File: src/rtl/muldiv_unit_if.sv
// -----------------------------------------------------------------------------
// muldiv_unit_if
// Request/response bundle between the issue stage and the iterative RV32M
// multiply/divide unit.
//
// Handshake: `start` acts as a valid strobe and `!busy` acts as ready. A
// request is accepted on a rising edge where start=1 and busy=0. `start`
// while busy=1 is dropped, not queued. Each accepted request produces exactly
// one `done` pulse, unless reset aborts it. `result`, `rd_out` and `we_out`
// are valid in the `done` cycle, and `result` holds its value until the next
// `done`.
//
// Signals:
//   start    issue strobe (sampled only while the unit is idle)
//   funct3   operation select (MUL/MULH/MULHSU/MULHU/DIV/DIVU/REM/REMU)
//   rs1_val  dividend / multiplicand
//   rs2_val  divisor / multiplier
//   rd_in    destination register index
//   busy     operation in flight (CALC or DONE)
//   done     one-cycle completion pulse
//   result   register write data
//   rd_out   register write address, latched at issue
//   we_out   register write enable (done and rd_out != 0)
// Modports: master = issue side, slave = the unit.
// -----------------------------------------------------------------------------
interface muldiv_unit_if #(
  parameter int XLEN = 32
);
  logic            start;
  logic [2:0]      funct3;
  logic [XLEN-1:0] rs1_val;
  logic [XLEN-1:0] rs2_val;
  logic [4:0]      rd_in;
  logic            busy;
  logic            done;
  logic [XLEN-1:0] result;
  logic [4:0]      rd_out;
  logic            we_out;

  modport master (
    output start, funct3, rs1_val, rs2_val, rd_in,
    input  busy, done, result, rd_out, we_out
  );

  modport slave (
    input  start, funct3, rs1_val, rs2_val, rd_in,
    output busy, done, result, rd_out, we_out
  );
endinterface

File: src/rtl/muldiv_unit.sv
// -----------------------------------------------------------------------------
// muldiv_unit
// Iterative RV32M multiply/divide execution unit. It takes the two source
// operand values and the destination index of an M-extension instruction. It
// runs a 32-step radix-2 shift-add multiply or restoring divide on operand
// magnitudes, fixes up the sign, and returns the result together with a
// register-write request.
//
// Ports:
//   clk          clock, all state changes on the rising edge
//   rst          synchronous active-high reset
//   bus          muldiv_unit_if.slave (see the interface for the handshake)
//   o_dbg_state  current FSM state (0 IDLE, 1 CALC, 2 DONE)
//
// Timing: start accepted at edge E0. A normal op sits in CALC for cycles
// E0+1..E0+32 and raises done in E0+33. A fast-path op raises done in E0+1.
//
// Build option: define MULDIV_DIV_EN to compile the divider. Without it,
// funct3 1xx completes through the fast path with result 0, and multiply is
// unchanged.
// -----------------------------------------------------------------------------
module muldiv_unit #(
  parameter int XLEN = 32
) (
  input  logic          clk,
  input  logic          rst,
  muldiv_unit_if.slave  bus,
  output logic [1:0]    o_dbg_state
);

  if (XLEN != 32) begin : g_xlen_check
    $error("muldiv_unit: only XLEN=32 is supported");
  end

  typedef enum logic [1:0] {
    S_IDLE = 2'd0,
    S_CALC = 2'd1,
    S_DONE = 2'd2
  } state_t;

  state_t      r_state;
  state_t      w_state_next;

  logic [2:0]  r_funct3;
  logic [4:0]  r_rd;
  logic [4:0]  r_cnt;
  logic [31:0] r_result;
  // Multiply: {partial product high, multiplier shifting out at the bottom}.
  // Divide:   {partial remainder, dividend/quotient shifting at the bottom}.
  logic [63:0] r_acc;
  // Multiply: multiplicand magnitude. Divide: divisor magnitude.
  logic [31:0] r_op;
  // Multiply: product sign. Divide: quotient sign.
  logic        r_neg;
`ifdef MULDIV_DIV_EN
  logic        r_neg_rem;
`endif

  // ---------------------------------------------------------------------------
  // Issue-side decode: operand signedness and magnitudes
  // ---------------------------------------------------------------------------
  logic        w_op1_neg;
  logic        w_op2_neg;
  logic [31:0] w_op1_mag;
  logic [31:0] w_op2_mag;

  always_comb begin
    w_op1_neg = 1'b0;
    w_op2_neg = 1'b0;
    case (bus.funct3)
      3'b001: begin                       // MULH: signed x signed
        w_op1_neg = bus.rs1_val[31];
        w_op2_neg = bus.rs2_val[31];
      end
      3'b010: begin                       // MULHSU: signed x unsigned
        w_op1_neg = bus.rs1_val[31];
      end
      3'b100, 3'b110: begin               // DIV, REM
        w_op1_neg = bus.rs1_val[31];
        w_op2_neg = bus.rs2_val[31];
      end
      default: begin                      // MUL, MULHU, DIVU, REMU: unsigned
      end
    endcase
  end

  assign w_op1_mag = w_op1_neg ? (32'd0 - bus.rs1_val) : bus.rs1_val;
  assign w_op2_mag = w_op2_neg ? (32'd0 - bus.rs2_val) : bus.rs2_val;

  // ---------------------------------------------------------------------------
  // Fast path: results known at issue, no iteration needed
  // ---------------------------------------------------------------------------
  logic        w_fast;
  logic [31:0] w_fast_res;

  always_comb begin
    w_fast     = 1'b0;
    w_fast_res = 32'd0;
`ifdef MULDIV_DIV_EN
    if (bus.funct3[2]) begin
      if (bus.rs2_val == 32'd0) begin
        // Divide by zero: quotient all ones, remainder is the dividend.
        w_fast     = 1'b1;
        w_fast_res = bus.funct3[1] ? bus.rs1_val : 32'hFFFF_FFFF;
      end else if (!bus.funct3[0] &&
                   (bus.rs1_val == 32'h8000_0000) &&
                   (bus.rs2_val == 32'hFFFF_FFFF)) begin
        // Signed overflow: -2^31 / -1 returns the dividend and remainder 0.
        w_fast     = 1'b1;
        w_fast_res = bus.funct3[1] ? 32'd0 : 32'h8000_0000;
      end
    end
`else
    if (bus.funct3[2]) begin
      w_fast     = 1'b1;
      w_fast_res = 32'd0;
    end
`endif
  end

  // ---------------------------------------------------------------------------
  // One iteration step
  // ---------------------------------------------------------------------------
  logic [32:0] w_mul_sum;
  logic [63:0] w_mul_next;
  logic [63:0] w_acc_next;

  // Shift-add: add the multiplicand into the high half when the current
  // multiplier bit is set. Then shift right, keeping the carry as the new MSB.
  assign w_mul_sum  = {1'b0, r_acc[63:32]} + (r_acc[0] ? {1'b0, r_op} : 33'd0);
  assign w_mul_next = {w_mul_sum, r_acc[31:1]};

`ifdef MULDIV_DIV_EN
  logic [32:0] w_div_sh;
  logic        w_div_ge;
  logic [32:0] w_div_diff;
  logic [31:0] w_div_rem;
  logic [63:0] w_div_next;

  // Restoring step. The remainder is always below the divisor, so the shifted
  // remainder needs 33 bits. After a successful subtract it fits in 32 bits
  // again.
  assign w_div_sh   = {r_acc[63:32], r_acc[31]};
  assign w_div_ge   = (w_div_sh >= {1'b0, r_op});
  assign w_div_diff = w_div_sh - {1'b0, r_op};
  assign w_div_rem  = w_div_ge ? w_div_diff[31:0] : w_div_sh[31:0];
  assign w_div_next = {w_div_rem, r_acc[30:0], w_div_ge};
  assign w_acc_next = r_funct3[2] ? w_div_next : w_mul_next;
`else
  assign w_acc_next = w_mul_next;
`endif

  // ---------------------------------------------------------------------------
  // Final sign fix-up and word select, taken from the last step's output
  // ---------------------------------------------------------------------------
  logic [63:0] w_prod;
  logic [31:0] w_mul_res;
  logic [31:0] w_calc_res;

  assign w_prod    = r_neg ? (64'd0 - w_acc_next) : w_acc_next;
  assign w_mul_res = (r_funct3[1:0] == 2'b00) ? w_prod[31:0] : w_prod[63:32];

`ifdef MULDIV_DIV_EN
  logic [31:0] w_quo;
  logic [31:0] w_rem;

  assign w_quo      = r_neg     ? (32'd0 - w_acc_next[31:0])  : w_acc_next[31:0];
  assign w_rem      = r_neg_rem ? (32'd0 - w_acc_next[63:32]) : w_acc_next[63:32];
  assign w_calc_res = r_funct3[2] ? (r_funct3[1] ? w_rem : w_quo) : w_mul_res;
`else
  // Divide ops never reach CALC in this build.
  assign w_calc_res = r_funct3[2] ? 32'd0 : w_mul_res;
`endif

  // ---------------------------------------------------------------------------
  // FSM: state register and next-state logic
  // ---------------------------------------------------------------------------
  always_comb begin
    w_state_next = r_state;
    case (r_state)
      S_IDLE: begin
        if (bus.start) begin
          w_state_next = w_fast ? S_DONE : S_CALC;
        end
      end
      S_CALC: begin
        if (r_cnt == 5'd31) begin
          w_state_next = S_DONE;
        end
      end
      S_DONE: begin
        w_state_next = S_IDLE;
      end
      default: begin
        w_state_next = S_IDLE;
      end
    endcase
  end

  always_ff @(posedge clk) begin
    if (rst) begin
      r_state <= S_IDLE;
    end else begin
      r_state <= w_state_next;
    end
  end

  // ---------------------------------------------------------------------------
  // Datapath registers
  // ---------------------------------------------------------------------------
  always_ff @(posedge clk) begin
    if (rst) begin
      r_funct3  <= 3'd0;
      r_rd      <= 5'd0;
      r_cnt     <= 5'd0;
      r_result  <= 32'd0;
      r_acc     <= 64'd0;
      r_op      <= 32'd0;
      r_neg     <= 1'b0;
`ifdef MULDIV_DIV_EN
      r_neg_rem <= 1'b0;
`endif
    end else begin
      case (r_state)
        S_IDLE: begin
          if (bus.start) begin
            r_funct3  <= bus.funct3;
            r_rd      <= bus.rd_in;
            r_cnt     <= 5'd0;
            r_neg     <= w_op1_neg ^ w_op2_neg;
`ifdef MULDIV_DIV_EN
            r_neg_rem <= w_op1_neg;
`endif
            if (bus.funct3[2]) begin
              // Divide: the dividend shifts through the low half.
              r_op  <= w_op2_mag;
              r_acc <= {32'd0, w_op1_mag};
            end else begin
              // Multiply: the multiplier shifts through the low half.
              r_op  <= w_op1_mag;
              r_acc <= {32'd0, w_op2_mag};
            end
            if (w_fast) begin
              r_result <= w_fast_res;
            end
          end
        end
        S_CALC: begin
          r_acc <= w_acc_next;
          r_cnt <= r_cnt + 5'd1;
          if (r_cnt == 5'd31) begin
            r_result <= w_calc_res;
          end
        end
        default: begin
        end
      endcase
    end
  end

  // ---------------------------------------------------------------------------
  // Outputs
  // ---------------------------------------------------------------------------
  assign bus.busy    = (r_state != S_IDLE);
  assign bus.done    = (r_state == S_DONE);
  assign bus.we_out  = (r_state == S_DONE) && (r_rd != 5'd0);
  assign bus.result  = r_result;
  assign bus.rd_out  = r_rd;
  assign o_dbg_state = r_state;

endmodule

File: src/flat_wrapper.sv
// flat-port wrapper written by rule: the top's interface ports become plain ports
module muldiv_unit_flat 
#(
  parameter int XLEN = 32
)
  (clk, rst, o_dbg_state, bus_start, bus_funct3, bus_rs1_val, bus_rs2_val, bus_rd_in, bus_busy, bus_done, bus_result, bus_rd_out, bus_we_out);
  muldiv_unit_if #(.XLEN(XLEN)) bus_i ();
  input  logic clk;
  input  logic rst;
  output logic [1:0] o_dbg_state;
  input wire logic [$bits(bus_i.start)-1:0] bus_start;
  input wire logic [$bits(bus_i.funct3)-1:0] bus_funct3;
  input wire logic [$bits(bus_i.rs1_val)-1:0] bus_rs1_val;
  input wire logic [$bits(bus_i.rs2_val)-1:0] bus_rs2_val;
  input wire logic [$bits(bus_i.rd_in)-1:0] bus_rd_in;
  output wire logic [$bits(bus_i.busy)-1:0] bus_busy;
  output wire logic [$bits(bus_i.done)-1:0] bus_done;
  output wire logic [$bits(bus_i.result)-1:0] bus_result;
  output wire logic [$bits(bus_i.rd_out)-1:0] bus_rd_out;
  output wire logic [$bits(bus_i.we_out)-1:0] bus_we_out;
  assign bus_i.start = bus_start;
  assign bus_i.funct3 = bus_funct3;
  assign bus_i.rs1_val = bus_rs1_val;
  assign bus_i.rs2_val = bus_rs2_val;
  assign bus_i.rd_in = bus_rd_in;
  assign bus_busy = bus_i.busy;
  assign bus_done = bus_i.done;
  assign bus_result = bus_i.result;
  assign bus_rd_out = bus_i.rd_out;
  assign bus_we_out = bus_i.we_out;
  muldiv_unit #(.XLEN(XLEN)) u_core (.clk(clk), .rst(rst), .bus(bus_i), .o_dbg_state(o_dbg_state));
endmodule
File: config.mk
export PLATFORM = sky130hd
export DESIGN_NAME = muldiv_unit_flat
export DESIGN_NICKNAME = d
export VERILOG_FILES = /design/src/rtl/muldiv_unit_if.sv /design/src/rtl/muldiv_unit.sv /design/src/flat_wrapper.sv
export SDC_FILE = /design/constraint.sdc
export NUM_CORES = 1
export LEC_CHECK = 0
export CAP_MARGIN = 25
export CORE_ASPECT_RATIO = 0.5
export CORE_MARGIN = 2
export CORE_UTILIZATION = 35
export DETAILED_ROUTE_END_ITERATION = 16
export HOLD_SLACK_MARGIN = 0.06
export SLEW_MARGIN = 20
export SYNTH_ARGS = -nofsm -noshare
export SYNTH_HDL_FRONTEND = slang
export SYNTH_SLANG_ARGS = --single-unit
File: constraint.sdc
create_clock -name clk -period 6.75 [get_ports clk]
set_input_delay 1.0125 -clock clk [delete_from_list [all_inputs] [get_ports clk]]
set_output_delay 1.0125 -clock clk [all_outputs]
set_load 0.01 [all_outputs]
==> qor.csv <==
stage,metric,value,unit
cts,postcts setup bufs,0,
power,Worst IR Drop VDD,164,uV
cts,number of H-tree levels,4,
hold_path,worst min-delay path class,reg -> reg,
placed_design,DP HPWL,28800,um
final_layout,Layout Utilization,41.8,%
synthesis,Synth area leader,dfxtp_1,
cts,CTS tree,built,
detailed_routing,final WL,38200,um
sta,Worst-Margin Slew,870,ps
sta,final hold vios,0,
sta,Final setup violation count,0,
final_layout,most frequent cells in the layout,"191 x nand2_1, 159 x nor2_1, 159 x a21oi_1, 143 x dfxtp_1, 114 x clkdlybuf4s50_1",
detailed_routing,Vias/cell,5.71,
global_route,largest net degree at the start of global routing,96,
sta,fin crit period,4740,ps
final_layout,NumNets Final,1673,
global_route,vias in the first global route,10300,
critical_path,startpoint types,flop,
cts,CTS clock-pin slew for the worst setup and hold paths,80,ps
synthesis,synthesized net count,1624,
detailed_routing,DR iter-0 viols,1001,
synthesis,post-synthesis cell count,1511,
final_layout,"most common cell after layout, fill and taps aside",nand2_1,
die,die area,33400,um2
final_layout,share of cells above drive strength 1,6.36,%
synthesis,"top cells by area, synth","dfxtp_1 26%, a21oi_1 7.1%, nand2_1 6.5%",
flow_run,Max-Cap Viols,0,
cts,clock sinks,144,
global_route,first-pass GRT wire length,58900,um
cts,post-cts resize count,0,
critical_path,CP Max Fanout,16,
sta,max-slew violations,0,
power,PwrDens,196,nW/um2
placed_design,Placer Congestion,0.938,
die,Die Y,130,um
cts,clock latency on the worst-skew pair,450,ps
synthesis,register area share after synthesis,25.8,%
cts,total CTS buffers,17,
global_route,Total GRT Usage,22.5,%
detailed_routing,Final ANT Viol Nets,0,
cts,clock tree buffer depth,2,
power,Pleak,4.87,nW
critical_path,Crit Path Category,reg -> reg,
detailed_routing,drt pass-1 iters,6,
synthesis,#FFs+latches synth,144,
cts,CTS Hold Buffers Added,0,
sta,Final Cycle Share,70.1,%
critical_path,reg2reg setup slack,2010,ps
die,area of the core,31500,um2
sta,Rel. slew slack,41.9,%
critical_path,CP Capture Type,flop,
synthesis,distinct cell type count after synthesis,94,
placed_design,PortBufs,116,
synthesis,Yosys warnings,0,
critical_path,CP required,7080,ps
sta,Max Fclk,211,MHz
synthesis,syn avg cell area,7.39,um2
sta,Final Skew,13.9,ps
die,Die Wd,257,um
final_layout,synthesis-to-layout area growth,18.1,%
die,Starting Density,35.4,%
detailed_routing,Vias,11500,
synthesis,mapped cell area,11200,um2
cts,Root Buffer,clkbuf_16,
final_layout,Fillers,3279,
critical_path,WP data arrival,5060,ps
sta,RSZ-0062 raised after global routing,no,
global_route,remaining global-route overflow,0,
global_route,initial antenna violation count,1,
synthesis,share of the synthesized area in the top cell type,25.8,%
run_status,status,"complete, no violations",
detailed_routing,WL/cell,19.0,um
sta,Fin Setup TNS,0,ps
synthesis,"EDFF count, synth",0,
detailed_routing,# DRC,0,
synthesis,top_reg_cell synth,dfxtp_1,
synthesis,"Async S/R FF share, synth",0,%
die,Ports,117,
die,num rows,46,
[path summary, 6_finish.rpt]
kind | cells past startpoint | start | end
min reg2reg | 1 | u_core.bus.result[16]$_SDFFE_PP0P_ | u_core.bus.result[16]$_SDFFE_PP0P_
max reg2reg | 13 | u_core.r_acc[0]$_SDFFE_PP0P_ | u_core.bus.result[25]$_SDFFE_PP0P_
max | 13 | u_core.r_acc[0]$_SDFFE_PP0P_ | u_core.bus.result[25]$_SDFFE_PP0P_
min | 1 | u_core.bus.result[16]$_SDFFE_PP0P_ | u_core.bus.result[16]$_SDFFE_PP0P_
[worst max-delay path, cell delays in order, from the launching register on]
cell and delay [ps]:
dfxtp_1 430, and2_1 260, ha_1 470, nand4_1 250, nor4_1 710, o21ai_0 380
a21oi_1 290, o21ai_0 130, and2_0 300, or3_1 470, nor3_2 340, a41oi_1 190
xor2_1 260, o221ai_1 140
[logic make-up after synthesis]
logic type | after synthesis | synth area share, %
flops | 144 | 25.8
compound gates | 483 | 28.7
simple gates | 585 | 25.0
fa+ha+maj | 38 | 4.33
buf+inv | 123 | 5.03
mux | 14 | 1.28
xor+xnor | 124 | 9.89
[where the power goes]
part | internal [mW] | total (mW) | switching (mW) | leakage [nW]
Sequential | 0.890 | 0.954 | 0.0645 | 1.17
Clock | 0.603 | 1.05 | 0.451 | 0.311
Combinational | 0.223 | 0.578 | 0.355 | 3.39
[state kept, by name, summed over array words and instances (netlist names)]
signal              cells
u_core.r_funct3         3
u_core.r_acc           64
u_core.o_dbg_state      2
u_core.r_cnt            5
u_core.r_neg            1
u_core.bus.result      32
u_core.bus.rd_out       5
u_core.r_op            32
[area by class of cell]
class / count / area [um2] / area share (%)
well taps: 432 / 541 / 4.10
flip-flops and latches: 144 / 2880 / 21.9
diodes: 1 / 2.50 / 0.0190
clock inverters: 15 / 214 / 1.62
inverters: 21 / 78.8 / 0.598
multi-input cells: 1244 / 7750 / 58.8
repair buffers: 132 / 1290 / 9.81
clock buffers: 17 / 425 / 3.23
[Yosys cell counts, types with 15 or more instances]
| cell | count |
|---|---|
| o21ai_0 | 82 |
| and2_1 | 49 |
| a211oi_1 | 33 |
| a22oi_1 | 15 |
| nand2_1 | 192 |
| nor3_1 | 26 |
| a31oi_1 | 16 |
| nand3_1 | 46 |
| a21oi_1 | 159 |
| a21o_1 | 16 |
| ha_1 | 37 |
| nor2_1 | 161 |
| inv_1 | 20 |
| o31ai_1 | 22 |
| dfxtp_1 | 144 |
| xnor2_1 | 58 |
| nand4_1 | 16 |
| clkbuf_1 | 77 |
| o211ai_1 | 29 |
| xor2_1 | 65 |
[through the flow]
stage | hold WS, ps | power (mW) | cells | setup WS (ps) | area [um2]
2_1_floorplan | 427 | 1.33 | 1511 | 2820 | 11200
3_3_place_gp | 439 | 1.53 | 1971 | 2310 | 12500
3_5_place_dp | 440 | 1.53 | 1971 | 2280 | 12500
4_1_cts | 457 | 2.58 | 2003 | 2320 | 13100
5_1_grt | 468 | 2.70 | 2005 | 1910 | 13200
6_report | 455 | 2.59 | 2006 | 2010 | 13200
[layer usage]
metal  vias to the layer above  wire length (um)  global-route usage [%]  share of wire (%)
met4                         0               551                    5.88                1.4
li1                       5597                 -                       -                  -
met2                       444             15200                    31.8                 40
met3                        36              2980                    3.61                7.8
met5                         -                 0                       0                  0
met1                      5384             19500                    34.8                 51
Power figures use the tool's default switching activity.
